File: config.mk
export PLATFORM = sky130hd
export DESIGN_NAME = ram_arbiter_2port_flat
export DESIGN_NICKNAME = d
export VERILOG_FILES = /design/src/rtl/ram_arbiter_2port_if.sv /design/src/rtl/ram_arbiter_2port.sv /design/src/flat_wrapper.sv
export SDC_FILE = /design/constraint.sdc
export NUM_CORES = 1
export LEC_CHECK = 0
export ABC_AREA = 1
export BUFFER_PORTS_ARGS = -buffer_cell sky130_fd_sc_hd__buf_2
export CAP_MARGIN = 20
export CORE_MARGIN = 5
export CORE_UTILIZATION = 40
export CTS_CLUSTER_DIAMETER = 60
export DETAILED_ROUTE_END_ITERATION = 10
export PLACE_DENSITY = 0.7
export SLEW_MARGIN = 25
export SYNTH_ARGS = -nofsm -noshare
export SYNTH_HDL_FRONTEND = slang
export SYNTH_SLANG_ARGS = --single-unit
File: constraint.sdc
create_clock -name clk -period 1.6 [get_ports clk]
set_input_delay 0.08 -clock clk [delete_from_list [all_inputs] [get_ports clk]]
set_output_delay 0.08 -clock clk [all_outputs]
set_load 0.005 [all_outputs]
File: src/rtl/ram_arbiter_2port_if.sv
// Requester-side port of the two-port RAM arbiter: one single-cycle request,
// held until the one-cycle done pulse, plus the per-port read-data register.
interface ram_arbiter_2port_if #(
  parameter int ADDR_W = 6,
  parameter int DATA_W = 32
);
  logic              req;
  logic              we;
  logic [ADDR_W-1:0] addr;
  logic [DATA_W-1:0] wdata;
  logic              done;
  logic [DATA_W-1:0] rdata;

  modport master (output req, we, addr, wdata, input done, rdata);
  modport slave  (input req, we, addr, wdata, output done, rdata);
endinterface

File: src/rtl/ram_arbiter_2port.sv
// Round-robin two-port sequencer for a latch-based RAM: writes use setup/strobe/hold
// so the latches never see address or data move while the write enable is high.
module ram_arbiter_2port #(
  parameter int ADDR_W = 6,
  parameter int DATA_W = 32
) (
  input  logic                   clk,
  input  logic                   reset,
  ram_arbiter_2port_if.slave     p0,
  ram_arbiter_2port_if.slave     p1,
  output logic [7:0]             ram_addr,
  output logic [DATA_W-1:0]      ram_wdata,
  output logic                   ram_is_write,
  input  logic [DATA_W-1:0]      ram_rdata,
  output logic                   busy
);
  typedef enum logic [2:0] {IDLE, SETUP, STROBE, HOLD, CAPTURE} state_t;

  logic [1:0]             req, we_in;
  logic [1:0][ADDR_W-1:0] addr_in;
  logic [1:0][DATA_W-1:0] wdata_in;

  assign req      = {p1.req, p0.req};
  assign we_in    = {p1.we, p0.we};
  assign addr_in  = {p1.addr, p0.addr};
  assign wdata_in = {p1.wdata, p0.wdata};

  state_t                 state_q, state_d;
  logic                   gnt_q, gnt_d, last_q, last_d;
  logic                   we_q, we_d, wr_q, wr_d;
  logic [ADDR_W-1:0]      addr_q, addr_d;
  logic [DATA_W-1:0]      wdata_q, wdata_d;
  logic [1:0]             done_q, done_d;
  logic [1:0][DATA_W-1:0] rdata_q, rdata_d;
  logic [1:0]             cand;
  logic                   sel;

  always_comb begin
    state_d = state_q;
    gnt_d   = gnt_q;
    last_d  = last_q;
    we_d    = we_q;
    addr_d  = addr_q;
    wdata_d = wdata_q;
    rdata_d = rdata_q;
    done_d  = '0;
    wr_d    = 1'b0;
    // A port's request is not a candidate in the cycle its own done is showing.
    cand    = req & ~done_q;
    sel     = (&cand) ? ~last_q : cand[1];
    case (state_q)
      IDLE: if (|cand) begin
        gnt_d   = sel;
        last_d  = sel;
        we_d    = we_in[sel];
        addr_d  = addr_in[sel];
        wdata_d = wdata_in[sel];
        state_d = SETUP;
      end
      SETUP: begin
        wr_d    = we_q;
        state_d = we_q ? STROBE : CAPTURE;
      end
      STROBE: state_d = HOLD;
      HOLD: begin
        done_d[gnt_q] = 1'b1;
        state_d       = IDLE;
      end
      CAPTURE: begin
        rdata_d[gnt_q] = ram_rdata;
        done_d[gnt_q]  = 1'b1;
        state_d        = IDLE;
      end
      default: state_d = IDLE;
    endcase
  end

  always_ff @(posedge clk) begin
    if (reset) begin
      state_q <= IDLE;
      gnt_q   <= 1'b0;
      last_q  <= 1'b1;
      we_q    <= 1'b0;
      wr_q    <= 1'b0;
      addr_q  <= '0;
      wdata_q <= '0;
      done_q  <= '0;
      rdata_q <= '0;
    end else begin
      state_q <= state_d;
      gnt_q   <= gnt_d;
      last_q  <= last_d;
      we_q    <= we_d;
      wr_q    <= wr_d;
      addr_q  <= addr_d;
      wdata_q <= wdata_d;
      done_q  <= done_d;
      rdata_q <= rdata_d;
    end
  end

  assign ram_addr     = {{(8-ADDR_W){1'b0}}, addr_q};
  assign ram_wdata    = wdata_q;
  assign ram_is_write = wr_q;
  assign busy         = (state_q != IDLE);
  assign p0.done      = done_q[0];
  assign p1.done      = done_q[1];
  assign p0.rdata     = rdata_q[0];
  assign p1.rdata     = rdata_q[1];
endmodule

File: src/flat_wrapper.sv
// flat-port wrapper written by rule: the top's interface ports become plain ports
module ram_arbiter_2port_flat 
#(
  parameter int ADDR_W = 6,
  parameter int DATA_W = 32
)
  (clk, reset, ram_addr, ram_wdata, ram_is_write, ram_rdata, busy, p0_req, p0_we, p0_addr, p0_wdata, p0_done, p0_rdata, p1_req, p1_we, p1_addr, p1_wdata, p1_done, p1_rdata);
  ram_arbiter_2port_if #(.ADDR_W(ADDR_W), .DATA_W(DATA_W)) p0_i ();
  ram_arbiter_2port_if #(.ADDR_W(ADDR_W), .DATA_W(DATA_W)) p1_i ();
  input  logic clk;
  input  logic reset;
  output logic [7:0] ram_addr;
  output logic [DATA_W-1:0] ram_wdata;
  output logic ram_is_write;
  input  logic [DATA_W-1:0] ram_rdata;
  output logic busy;
  input wire logic [$bits(p0_i.req)-1:0] p0_req;
  input wire logic [$bits(p0_i.we)-1:0] p0_we;
  input wire logic [$bits(p0_i.addr)-1:0] p0_addr;
  input wire logic [$bits(p0_i.wdata)-1:0] p0_wdata;
  output wire logic [$bits(p0_i.done)-1:0] p0_done;
  output wire logic [$bits(p0_i.rdata)-1:0] p0_rdata;
  input wire logic [$bits(p1_i.req)-1:0] p1_req;
  input wire logic [$bits(p1_i.we)-1:0] p1_we;
  input wire logic [$bits(p1_i.addr)-1:0] p1_addr;
  input wire logic [$bits(p1_i.wdata)-1:0] p1_wdata;
  output wire logic [$bits(p1_i.done)-1:0] p1_done;
  output wire logic [$bits(p1_i.rdata)-1:0] p1_rdata;
  assign p0_i.req = p0_req;
  assign p0_i.we = p0_we;
  assign p0_i.addr = p0_addr;
  assign p0_i.wdata = p0_wdata;
  assign p0_done = p0_i.done;
  assign p0_rdata = p0_i.rdata;
  assign p1_i.req = p1_req;
  assign p1_i.we = p1_we;
  assign p1_i.addr = p1_addr;
  assign p1_i.wdata = p1_wdata;
  assign p1_done = p1_i.done;
  assign p1_rdata = p1_i.rdata;
  ram_arbiter_2port #(.ADDR_W(ADDR_W), .DATA_W(DATA_W)) u_core (.clk(clk), .reset(reset), .p0(p0_i), .p1(p1_i), .ram_addr(ram_addr), .ram_wdata(ram_wdata), .ram_is_write(ram_is_write), .ram_rdata(ram_rdata), .busy(busy));
endmodule
==> summary.md, run 1 <==
| Metric | Value |
|---|---|
| Layout cells sized above 1 | `0.295` |
| CTS Buffer Depth | `2` |
| Crit path buffers/inverters | `4` |
| Most numerous cell in the Yosys netlist | `inv_1` |
| Post-DRT Antenna Nets | `0` |
| Die width | `around 120 microns` |
| Vias per std cell | `around 4.7` |
| Worst hold stages | `3` |
| R2R Path End | `u_core.ram_wdata[11]$_SDFFE_PP0P_` |
| Synth cell count leaders | `149 x inv_1, 111 x dfxtp_1, 104 x a21oi_1` |
| Post-CTS Setup Bufs | `0` |
| Crit path launch type | `flip-flop` |
| Area after DPL | `0.00593 sq mm` |
| Register-to-Register Path Depth | `9` |
| CTS tree | `done` |
| Met1 Use GR | `0.224` |
| Residual DRC count | `0` |
| Grt met2 use | `0.275` |
| RSZ-0062 raised after global routing | `no` |
| Post-synth top area share | `0.470` |
| WP data required | `between 1500 and 2000 ps` |
| GRT overflow | `0` |
| Pre-CTS WS | `approximately 180 ps` |
| R2r setup slk | `around 170 ps` |
| Kind of end point of the critical path | `flip-flop` |
| HP Start | `ram_rdata[5]` |
| Sequential-to-total area share from yosys stat | `0.470` |
| Final nets | `973` |
| Max incr delay on CP | `370 ps` |
| Global-route wire length before repair | `about 20000 microns` |
| Die H | `roughly 120 microns` |
| Vias | `4700` |
| Row count | `39` |
| Max_cap viols | `0` |
| Root Buffer | `clkbuf_16` |
| CP Class | `reg -> reg` |
| PwrDens | `roughly 1100 mW/mm^2` |
| Main synth FF type | `dfxtp_1` |
| Synth top area cells | `dfxtp_1 47%, inv_1 12%, a21oi_1 11%` |
| Design area | `around 0.0063 sq mm` |
| Initial Util | `0.411` |
| Critical Path AT | `between 1500 and 2000 ps` |
| CP top delay family | `buffers and inverters` |
| Final hold vios | `0` |
| H-tree depth | `3` |
| Setup violators final | `0` |
| Synth Register Bits | `111` |
| Async set or reset register ratio after synthesis | `0` |
| Vias in the first global route | `4236` |
| Syn avg cell area | `just over 7 sq um` |
| Cts hold-fix bufs | `0` |
| Syn. warnings | `0` |
| Post-synth top area cell | `dfxtp_1` |
| Final wirelength | `approximately 13000 microns` |
| Fillcell total | `1148` |
| Worst path most repeated cell | `nand2_1` |
| Synth-to-Final Area Change | `32.2%` |
| GRT Max-Usage Layer | `met2` |
| Period utilisation layout | `0.896` |
| Fin worst setup slack | `~170 ps` |
| CP max FO | `39` |
| Post-synthesis cell type count | `24` |
| Fin. max-slew vios | `0` |
| Core area | `about 0.012 sq mm` |
| Syn Inst Count | `662` |
| Clock buffer count from CTS | `9` |
| Critical path cell sequence | `inv_1 > nand2_1 > inv_1 > nand2_1 > buf_4 > nand2_1 > nand3_1 > nand2_1 > inv_1` |
| Die area | `0.0141 sq mm` |
| WHS Endpoint | `u_core.p1.rdata[5]$_SDFFE_PP0P_` |
| Post-CTS resize count | `0` |
| Clock Pin Slew Worst Setup and Hold Paths | `~70 ps` |
| Critical path's slowest cell | `buf_4` |
| DP HPWL | `approximately 9400 microns` |
| Final min period | `roughly 1400 ps` |
| Iter 0 DRT Violations | `322` |
| Initial antenna violation count | `0` |
| Io pins | `about 220` |
| Achievable Freq | `~0.7 GHz` |
| Antenna cells | `0` |
| Post-route setup TNS | `0 ps` |
| Leak | `0.00325 uW` |
| Peak VDD IR | `~0.54 mV` |
| Largest net degree at the start of global routing | `67` |
| Hold Crit Class | `in -> reg` |
| Grt met3 use | `0.0688` |
| CTS Sinks | `111` |
| GRT Total Usage | `0.179` |
| Clock Latency Late Sink | `about 340 ps` |
| DR WL/cell | `around 13 microns` |
| GPL Wtd Cong | `just under 0.8` |
| Status | `completed` |
| Layout Skew | `about 7.1 ps` |
| PortBufs | `approximately 220` |
| Reg2Reg Launch Point | `u_core.done_q[1]$_SDFF_PP0_` |
| Drt pass-1 iters | `4` |
| Post-synth EDFFs | `0` |
| Synth Cell Area | `~0.0047 sq mm` |
[cell usage in the layout (no fill, tap or decap), types with 2 or more instances in the layout]
master | Yosys | final
buf_12 | 0 | 6
inv_1 | 149 | 149
o21ai_0 | 65 | 65
clkinv_2 | 0 | 2
a21oi_1 | 104 | 104
nand2_1 | 86 | 86
nand3_2 | 2 | 2
clkbuf_16 | 0 | 9
buf_2 | 26 | 219
conb_1 | 1 | 2
buf_4 | 8 | 6
nand3_1 | 82 | 82
nor2_1 | 5 | 5
dfxtp_1 | 111 | 111
bufinv_16 | 0 | 2
inv_2 | 2 | 2
[state kept, by name, indices dropped and copies added (netlist names)]
register / flops
u_core.addr_q: 6
u_core.gnt_q: 1
u_core.state_q: 3
u_core.ram_wdata: 32
u_core.we_q: 1
u_core.done_q: 2
u_core.p1.rdata: 32
u_core.ram_is_write: 1
u_core.p0.rdata: 32
u_core.last_q: 1
[area by class of cell]
cell class	count	area [sq um]	area share
flip-flops and latches	111	2220	0.355
multi-input cells	355	1700	0.272
clock buffers	11	243	0.0388
clock inverters	5	78.8	0.0126
repair buffers	231	1260	0.202
well taps	143	179	0.0286
inverters	151	567	0.0906
[worst reg2reg max path, cell delays in order, from the launching register on]
cell	delay, ps
dfxtp_1	340
inv_1	40
nand2_1	120
inv_1	100
nand2_1	90
buf_4	370
nand2_1	110
nand3_1	110
nand2_1	60
inv_1	40
[cells by family (layout without fill, tap and decap cells)]
logic type / Yosys count / after routing / synth area share
AOI/OAI and AO/OA: 172 / 172 / 0.186
and+or+nand+nor: 181 / 181 / 0.173
buffers and inverters: 197 / 398 / 0.171
other: 1 / 2 / 0.000793
DFF: 111 / 111 / 0.470
[per-stage QoR]
stage,std cells,hold slack [ps],util,total power (uW)
CTS,1007,6.59,0.543,7130
finish,1007,19.3,0.543,7020
detailed placement,991,380,0.515,4700
floorplan,663,271,-,4070
global route,1007,21.8,0.543,7450
global placement,991,370,0.515,4680
[routing by layer]
layer	share of wire	vias up
met2	0.43	190
met5	0	-
met1	0.44	2034
met3	0.10	19
li1	-	2457
met4	0.022	0
[power by group]
group	internal [uW]	leakage, uW	total [uW]	switching [uW]
logic	628	0.00218	1450	819
clock network	1420	0.000160	2410	993
registers	3030	0.000907	3170	137
[worst max path at each step]
stage | startpoint | end | slack [ps] | cells after the start
2_1_floorplan | u_core.done_q[1]$_SDFF_PP0_ | u_core.ram_wdata[21]$_SDFFE_PP0P_ | 390 | 9
3_3_place_gp | u_core.state_q[0]$_SDFFE_PP0P_ | u_core.ram_wdata[24]$_SDFFE_PP0P_ | 210 | 7
3_5_place_dp | u_core.done_q[1]$_SDFF_PP0_ | u_core.ram_wdata[11]$_SDFFE_PP0P_ | 180 | 9
4_1_cts | u_core.done_q[1]$_SDFF_PP0_ | u_core.ram_wdata[11]$_SDFFE_PP0P_ | 160 | 9
5_1_grt | u_core.done_q[1]$_SDFF_PP0_ | u_core.ram_wdata[16]$_SDFFE_PP0P_ | 10 | 9
6_report | u_core.done_q[1]$_SDFF_PP0_ | u_core.ram_wdata[11]$_SDFFE_PP0P_ | 170 | 9
Note: power is estimated with default switching activity, not from simulation.
==> run 2: changes to the inputs <==
Settings changed: CORE_MARGIN 5 to not set, RECOVER_POWER set to 25.
==> run 2 against run 1 <==
Net effect: first-iteration DRC count rose by 4.3%; design area down 0.54%; clock skew fell by 0.91 ps; non-clock buffer count is 4 higher; highest routed layer unchanged; total power down 2.2%; utilization down 0.063 points; final cell count rose by 0.40%; setup slack better by 53 ps.
==> summary.md, run 2 (synthesis gave the netlist of run 1 again) <==
| Metric | Value |
|---|---|
| Status | `completed` |
| Setup violators final | `0` |
| CP Class | `reg -> reg` |
| GPL Wtd Cong | `between 0.7 and 0.8` |
| Cells after DPL | `approximately 1000` |
| Post-DRT Antenna Nets | `0` |
| Largest net degree at the start of global routing | `67` |
| Layout cells sized above 1 | `0.267` |
| Clock Latency Late Sink | `approximately 340 ps` |
| Die area | `~0.012 sq mm` |
| Vias | `4637` |
| Cts hold-fix bufs | `0` |
| DR WL/cell | `between 10 and 15 microns` |
| Post-CTS resize count | `0` |
| Crit path buffers/inverters | `4` |
| WP data required | `1840 ps` |
| Design area | `between 0.006 and 0.007 sq mm` |
| GRT overflow | `0` |
| CTS Buffer Depth | `2` |
| Clock buffer count from CTS | `9` |
| Die H | `between 100 and 150 microns` |
| Max incr delay on CP | `about 380 ps` |
| Drt pass-1 iters | `4` |
| Flip-flop and latch area | `0.00222 sq mm` |
| Post-CTS Setup Bufs | `0` |
| Io pins | `~220` |
| Fillcell total | `about 1200` |
| Critical path cell sequence | `clkbuf_1 > inv_1 > nand2_1 > nor2_1 > nand2_2 > buf_12 > a21oi_1 > nand2_1 > inv_1` |
| Area after DPL | `a little under 0.006 sq mm` |
| Period utilisation layout | `0.863` |
| Leak | `approximately 0.0031 uW` |
| Non-filler cells, final | `just over 1000` |
| CTS Sinks | `111` |
| Core area | `0.0115 sq mm` |
| DP HPWL | `~8500 microns` |
| CTS tree | `done` |
| Peak VDD IR | `0.533 mV` |
| Vias in the first global route | `4135` |
| PortBufs | `around 220` |
| Layout Skew | `6.20 ps` |
| Max_cap viols | `0` |
| PwrDens | `about 1100 mW/mm^2` |
| Total power | `between 6000 and 7000 uW` |
| Clock Pin Slew Worst Setup and Hold Paths | `~70 ps` |
| Vias per std cell | `4.59` |
| Initial Util | `0.412` |
| Residual DRC count | `0` |
| Final nets | `between 900 and 1000` |
| Final hold vios | `0` |
| Iter 0 DRT Violations | `336` |
| Most common cell after layout, fill and taps aside | `buf_2` |
| CP top delay family | `buffers and inverters` |
| H-tree depth | `3` |
| Die width | `between 100 and 150 microns` |
| Most frequent cells in the layout | `192 x buf_2, 149 x inv_1, 111 x dfxtp_1` |
| Final wirelength | `about 12000 microns` |
| GRT Total Usage | `0.197` |
| Root Buffer | `clkbuf_16` |
| Synth-to-Final Area Change | `31.5%` |
| Critical path's slowest cell | `dfxtp_1` |
| Antenna cells | `0` |
| Critical Path AT | `approximately 1600 ps` |
| CP max FO | `slightly above 40` |
| Kind of end point of the critical path | `flip-flop` |
| Hold Crit Class | `in -> reg` |
| Achievable Freq | `0.724 GHz` |
| Footprint of the multi-input gates | `between 0.0015 and 0.002 sq mm` |
| RSZ-0062 raised after global routing | `no` |
| Final min period | `around 1400 ps` |
| Post-route setup TNS | `0 ps` |
| Global-route wire length before repair | `between 15000 and 20000 microns` |
| Fin. max-slew vios | `0` |
| Row count | `39` |
| Crit path launch type | `flip-flop` |
| Initial antenna violation count | `0` |
[run 2: path summary, 6_finish.rpt]
path	slack [ps]	from	to	depth (start not counted)
setup / recovery	220	u_core.state_q[0]$_SDFFE_PP0P_	u_core.addr_q[0]$_SDFFE_PP0P_	9
hold / removal	30	ram_rdata[22]	u_core.p1.rdata[22]$_SDFFE_PP0P_	3
setup reg to reg	220	u_core.state_q[0]$_SDFFE_PP0P_	u_core.addr_q[0]$_SDFFE_PP0P_	9
hold reg to reg	440	u_core.p0.rdata[27]$_SDFFE_PP0P_	u_core.p0.rdata[27]$_SDFFE_PP0P_	2
[run 2: routing by layer]
metal / vias up / track usage / wire length [microns]
li1: 2468 / - / -
met1: 1979 / 0.248 / 5320
met2: 179 / 0.317 / 5320
met3: 11 / 0.0607 / 997
met4: 0 / 0.0720 / 112
met5: - / 0 / 0
[run 2: power by group]
group          switching, uW  internal [uW]  total (uW)
logic                    819            611        1430
clock network           1010           1270        2280
registers                135           3030        3160
total                   1960           4910        6870
[run 2: final cells by class]
type	count	share of cell area
Timing Repair Buffer	235	0.200
Clock inverter	6	0.0111
Multi-Input combinational cell	355	0.274
Tap cell	143	0.0288
Clock buffer	10	0.0384
Inverter	151	0.0911
Sequential cell	111	0.357
[run 2: worst reg2reg max path, delay by kind of cell, from the launching register on]
| kind | cells | cell delay (ps) |
|---|---|---|
| compound gates | 1 | 120 |
| flops | 1 | 380 |
| buf+inv | 4 | 520 |
| simple gates | 4 | 250 |
[run 2: per-stage QoR]
stage / util / worst slack (ps) / hold WS [ps]
floorplan: - / 388 / 271
global placement: 0.519 / 303 / 369
finish: 0.542 / 220 / 27.6
global route: 0.542 / 70.1 / 11.7
CTS: 0.546 / 243 / 14.1
detailed placement: 0.519 / 263 / 379
